`src/rtl/mc_ctrl.sv`:
```
// Multicycle control FSM for the MIPS-subset core: sequences fetch/decode/execute/
// memory/write-back and drives datapath mux selects and enables from the current state.
module mc_ctrl #(
    parameter logic [1:0] EXT_LOGIC  = 2'b00,
    parameter logic [1:0] EXT_ARITH  = 2'b01,
    parameter logic [1:0] EXT_HIGH16 = 2'b10
) (
    input  logic       clk,
    input  logic       rst,
    input  logic [5:0] opcode,
    input  logic       zero,
    input  logic       mem_ready,
    output logic       pc_write,
    output logic [1:0] pc_src,
    output logic       ir_write,
    output logic       mem_read,
    output logic       mem_write,
    output logic       mem_addr_sel,
    output logic       rf_write,
    output logic [1:0] reg_dst,
    output logic [1:0] wd_sel,
    output logic       alu_srca,
    output logic [1:0] alu_srcb,
    output logic [2:0] alu_op,
    output logic [1:0] ext_op,
    output logic       illegal,
    output logic [3:0] state
);

    typedef enum logic [3:0] {
        S_FETCH  = 4'd0,
        S_DECODE = 4'd1,
        S_EXEC   = 4'd2,
        S_ALUWB  = 4'd3,
        S_MEMADR = 4'd4,
        S_MEMRD  = 4'd5,
        S_MEMWR  = 4'd6,
        S_MEMWB  = 4'd7,
        S_BRANCH = 4'd8,
        S_JUMP   = 4'd9
    } state_t;

    localparam logic [2:0] ALU_ADD   = 3'd0;
    localparam logic [2:0] ALU_SUB   = 3'd1;
    localparam logic [2:0] ALU_FUNCT = 3'd2;
    localparam logic [2:0] ALU_AND   = 3'd3;
    localparam logic [2:0] ALU_OR    = 3'd4;
    localparam logic [2:0] ALU_XOR   = 3'd5;
    localparam logic [2:0] ALU_SLT   = 3'd6;
    localparam logic [2:0] ALU_PASSB = 3'd7;

    state_t state_q, state_d;

    logic op_r, op_addi, op_addiu, op_slti, op_andi, op_ori, op_xori, op_lui;
    logic op_lw, op_sw, op_beq, op_bne, op_j, op_jal, op_ialu;

    assign op_r     = (opcode == 6'b000000);
    assign op_addi  = (opcode == 6'b001000);
    assign op_addiu = (opcode == 6'b001001);
    assign op_slti  = (opcode == 6'b001010);
    assign op_andi  = (opcode == 6'b001100);
    assign op_ori   = (opcode == 6'b001101);
    assign op_xori  = (opcode == 6'b001110);
    assign op_lui   = (opcode == 6'b001111);
    assign op_lw    = (opcode == 6'b100011);
    assign op_sw    = (opcode == 6'b101011);
    assign op_beq   = (opcode == 6'b000100);
    assign op_bne   = (opcode == 6'b000101);
    assign op_j     = (opcode == 6'b000010);
    assign op_jal   = (opcode == 6'b000011);
    assign op_ialu  = op_addi | op_addiu | op_slti | op_andi | op_ori | op_xori | op_lui;

    always_ff @(posedge clk or negedge rst) begin
        if (!rst) state_q <= S_FETCH;
        else      state_q <= state_d;
    end

    assign state = state_q;

    always_comb begin
        state_d      = S_FETCH;
        pc_write     = 1'b0;
        pc_src       = 2'b00;
        ir_write     = 1'b0;
        mem_read     = 1'b0;
        mem_write    = 1'b0;
        mem_addr_sel = 1'b0;
        rf_write     = 1'b0;
        reg_dst      = 2'b00;
        wd_sel       = 2'b00;
        alu_srca     = 1'b0;
        alu_srcb     = 2'b00;
        alu_op       = ALU_ADD;
        ext_op       = EXT_LOGIC;
        illegal      = 1'b0;
        case (state_q)
            S_FETCH: begin
                mem_read = 1'b1;
                alu_srcb = 2'b01;
                if (mem_ready) begin
                    ir_write = 1'b1;
                    pc_write = 1'b1;
                    state_d  = S_DECODE;
                end else begin
                    state_d  = S_FETCH;
                end
            end
            S_DECODE: begin
                // Speculative branch target lands in ALUOut for BRANCH to use
                alu_srcb = 2'b11;
                ext_op   = EXT_ARITH;
                if (op_r || op_ialu)       state_d = S_EXEC;
                else if (op_lw || op_sw)   state_d = S_MEMADR;
                else if (op_beq || op_bne) state_d = S_BRANCH;
                else if (op_j || op_jal)   state_d = S_JUMP;
                else                       illegal = 1'b1;
            end
            S_EXEC: begin
                alu_srca = 1'b1;
                state_d  = S_ALUWB;
                if (op_r) begin
                    alu_op = ALU_FUNCT;
                end else begin
                    alu_srcb = 2'b10;
                    if (op_addi || op_addiu) begin alu_op = ALU_ADD;   ext_op = EXT_ARITH;  end
                    else if (op_slti)        begin alu_op = ALU_SLT;   ext_op = EXT_ARITH;  end
                    else if (op_andi)        begin alu_op = ALU_AND;   ext_op = EXT_LOGIC;  end
                    else if (op_ori)         begin alu_op = ALU_OR;    ext_op = EXT_LOGIC;  end
                    else if (op_xori)        begin alu_op = ALU_XOR;   ext_op = EXT_LOGIC;  end
                    else if (op_lui)         begin alu_op = ALU_PASSB; ext_op = EXT_HIGH16; end
                end
            end
            S_ALUWB: begin
                rf_write = 1'b1;
                reg_dst  = op_r ? 2'b01 : 2'b00;
            end
            S_MEMADR: begin
                alu_srca = 1'b1;
                alu_srcb = 2'b10;
                ext_op   = EXT_ARITH;
                state_d  = op_lw ? S_MEMRD : S_MEMWR;
            end
            S_MEMRD: begin
                mem_read     = 1'b1;
                mem_addr_sel = 1'b1;
                state_d      = mem_ready ? S_MEMWB : S_MEMRD;
            end
            S_MEMWR: begin
                mem_write    = 1'b1;
                mem_addr_sel = 1'b1;
                state_d      = mem_ready ? S_FETCH : S_MEMWR;
            end
            S_MEMWB: begin
                rf_write = 1'b1;
                wd_sel   = 2'b01;
            end
            S_BRANCH: begin
                alu_srca = 1'b1;
                alu_op   = ALU_SUB;
                ext_op   = EXT_ARITH;
                pc_src   = 2'b01;
                pc_write = (op_beq & zero) | (op_bne & ~zero);
            end
            S_JUMP: begin
                pc_write = 1'b1;
                pc_src   = 2'b10;
                if (op_jal) begin
                    rf_write = 1'b1;
                    reg_dst  = 2'b10;
                    wd_sel   = 2'b10;
                end
            end
            default: state_d = S_FETCH;
        endcase
    end

endmodule

```
`config.mk`:
```
export PLATFORM = sky130hd
export DESIGN_NAME = mc_ctrl
export DESIGN_NICKNAME = d
export VERILOG_FILES = /design/src/rtl/mc_ctrl.sv
export SDC_FILE = /design/constraint.sdc
export NUM_CORES = 1
export LEC_CHECK = 0
export ABC_AREA = 1
export BUFFER_PORTS_ARGS = -buffer_cell sky130_fd_sc_hd__buf_2
export CAP_MARGIN = 20
export CORE_MARGIN = 8
export CORE_UTILIZATION = 30
export DETAILED_ROUTE_END_ITERATION = 12
export PLACE_DENSITY = 0.66
export SLEW_MARGIN = 0
export SYNTH_ARGS = -nofsm -noshare
export SYNTH_HDL_FRONTEND = slang
export SYNTH_SLANG_ARGS = --single-unit
```
`constraint.sdc`:
```
create_clock -name clk -period 1.7 [get_ports clk]
set_clock_uncertainty 0.2 [all_clocks]
set_input_delay 0.085 -clock clk [delete_from_list [all_inputs] [get_ports clk]]
set_output_delay 0.085 -clock clk [all_outputs]
set_load 0.01 [all_outputs]
```
==> results.md <==
- FF+latch count, synth: 4
- Clock Latency Late Sink: 0.23 ns
- Synth Area in Compound Gates: 7.500%
- First-pass GRT wire length: 3919 um
- Kind of start point of the critical path: register
- Part of the power in registers: 14.5%
- Critical Path AT: 1.42 ns
- Sequential area share after synthesis: 16.67%
- Crit Path Category: register to primary output
- GRT Total Usage: 14.11%
- Setup ws final: -0.005280 ns
- Fin crit share: 100.3%
- Largest net degree at the start of global routing: 9
- Pre-antenna DRT Iters: 4
- Synth unique cells: 19
- Status: finished with violations
- Largest fanout on the critical path: 4
- Tmin final: 1.705 ns
- Pre-CTS setup slack: 0.09649 ns
- Hpwl dp: 1725 um
- # DRC: 0
- Clk sinks: 4
- H-tree Lvls: 1
- Max VDD drop: 0.6215 mV
- Die Span Y: 60.74 um
- Switching power: 639.5 uW
- Max transition margin: 71.42%
- Layout cells sized above 1: 47.20%
- Mapped Area: 600.6 um^2
- EDFF count, synth: 0
- Ant diodes: 0
- CP peak stage delay: 0.45 ns
- Final WL: 2408 um
- Worst hold path type: primary input to register
- Syn avg cell area: 5.510 um^2
- Synth cell count leaders: nand2_1, nor2_1, inv_1
- Bufs on Longest Clock Path: 2
- Initial antenna violation count: 0
- Initial DRC count: 32
- Max reg flops: 4
- Post-Synth XOR/XNOR Area: 0%
- Pwr dens: 1210 nW/um^2
- Final Max Tran Viols: 0
- YS warnings: 0
- Setup violations, final: 2
- Post-Synth Simple-Gate Area: 63.33%
- Failing checks: negative setup slack
- Largest family of logic cells by synthesized area: simple AND/OR/NAND/NOR gates
- Post-layout util: 53.78%
- Hold Fails Final Rpt: 0
- Max frequency: 0.5864 GHz
- Leakage: 0.6048 nW
- CTS buffer count: 3
- Die width: 60.74 um
- Most common cell in the netlist: nand2_1
- Comb pwr share: 76.2%
- Port bufs: 34
- Total grt overflow: 0
- Syn_nets: 119
- Vias in the first global route: 898
- Worst path cell trace: nor2_4 -> buf_12 -> nand2_4 -> nor2_2 -> nand2_1 -> nor2_1 -> buf_2
- Worst EP required: 1.41 ns
- Int Pwr: 611.1 uW
- GPL Wtd Cong: 0.8968
- Post-synth ARST share: 100.0%
- Share of Yosys cell area claimed by the top area cell type: 16.67%
- Adder-Cell Fraction of Synth Area: 0%
- CTS clock-pin slew for the worst setup and hold paths: 0.04 ns
- Post-route ant nets: 0
- Avg WL per Cell: 12.81 um
- RSZ-0062 raised after global routing: yes
- Worst slew pin tran: 0.4255 ns
- Area delta synth->final: 72.08%
- DR vias: 892
- CTS tree: yes
- Ys flop type: dfrtp_1
- Syn Inst Count: 109
- Starting Density: 31.25%
- Worst path slowest cell: dfrtp_2
- Power consumption: 1.251 mW
- Clock Tree Root: clkbuf_4
- Final nets: 173
- Top cells by area, synth: dfrtp_1, nand2_1, nand3_1, nor2_1, inv_1
- Clock power share: 9.3%
- Boundary Pins: 35
- Post-synth top area cell: dfrtp_1
- CORE AREA: 1922 um^2
- Sw frac: 51.14%
- CP Capture Type: primary output
- Row count: 16
- Multiplexer area fraction after synthesis: 0%
- Via density: 4.745
- Die ar.: 3689 um^2
- Maxcap violations: 0
layer usage:
layer / track usage, % / part of all wire, % / up-vias
met5: 0 / 0 / -
met4: 8.970 / 1.2 / 0
met3: 5.085 / 7.3 / 6
met2: 22.78 / 50 / 42
met1: 15.28 / 42 / 391
li1: - / - / 453
worst max-delay path, delay by kind of cell, from the launching register on:
kind,cells,cell delay [ns]
AND/OR/NAND/NOR,5,0.46
flip-flops,1,0.45
buffers and inverters,2,0.27
cell type report:
type | count | area [um^2]
repair buffers | 49 | 309.0
well taps | 27 | 33.78
flip-flops and latches | 4 | 105.1
multi-input cells | 85 | 483.0
inverters | 20 | 80.08
clock buffers | 3 | 22.52
fillers | 200 | 888.4
repair_timing:
action / in CTS / in global routing
endpoints found under the setup margin: 5 / 11
hold endpoints to repair: 5 / 0
buffers inserted: 8 / 4
resized for setup: 13 / 11
pin swaps: 3 / 7
hold buffers: 3 / 0
final timing paths:
check | cells after the start | end | from | slack, ns
max | 7 | illegal | state[2] | -0.005
min | 4 | state[0] | opcode[3] | 0.03
max reg2reg | 7 | state[0] | state[2] | 0.27
min reg2reg | 3 | state[2] | state[3] | 0.54
max in group asynchronous | 3 | state[3] | rst | 0.56
min in group asynchronous | 3 | state[2] | rst | 0.56
cell usage in the layout (no fill, tap or decap), types with 2 or more instances in the layout:
cell type	n
buf_2	33
nand2_1	21
nor2_1	18
inv_1	16
nand3_1	15
buf_4	11
nor2_4	4
nor2_2	4
dfrtp_2	4
nand2_4	3
clkbuf_4	3
dlygate4sd3_1	3
inv_4	2
inv_2	2
nand2_2	2
o211ai_1	2
o21ai_1	2
a21oi_1	2
o21ai_0	2
nor3_2	2
stage by stage:
| stage | cell area, um^2 | cells | hold slack [ns] | setup TNS [ns] |
|---|---|---|---|---|
| after floorplan | 600.6 | 109 | -0.4106 | 0 |
| after global placement | 804.5 | 170 | -0.3106 | 0 |
| after detailed placement | 804.5 | 170 | -0.3092 | 0 |
| after CTS | 960.9 | 184 | 0.009622 | -0.002624 |
| after global routing | 1033 | 188 | 0.05074 | -0.5226 |
| final | 1033 | 188 | 0.02704 | -0.01051 |
cell families (layout without fill, tap and decap cells):
kind of cell,count (synthesis),after routing
AOI/OAI and AO/OA,8,8
DFF,4,4
and+or+nand+nor,77,77
buffers and inverters,20,72
power by group through the flow:
stage / Clock (mW) / Sequential [mW] / Combinational [mW]
finish: 0.116 / 0.181 / 0.953
global route: 0.128 / 0.184 / 1.04
CTS: 0.119 / 0.182 / 0.835
detailed placement: 0 / 0.183 / 0.667
global placement: 0 / 0.182 / 0.662
floorplan: 0 / 0.187 / 0.412
Power figures use the tool's default switching activity.
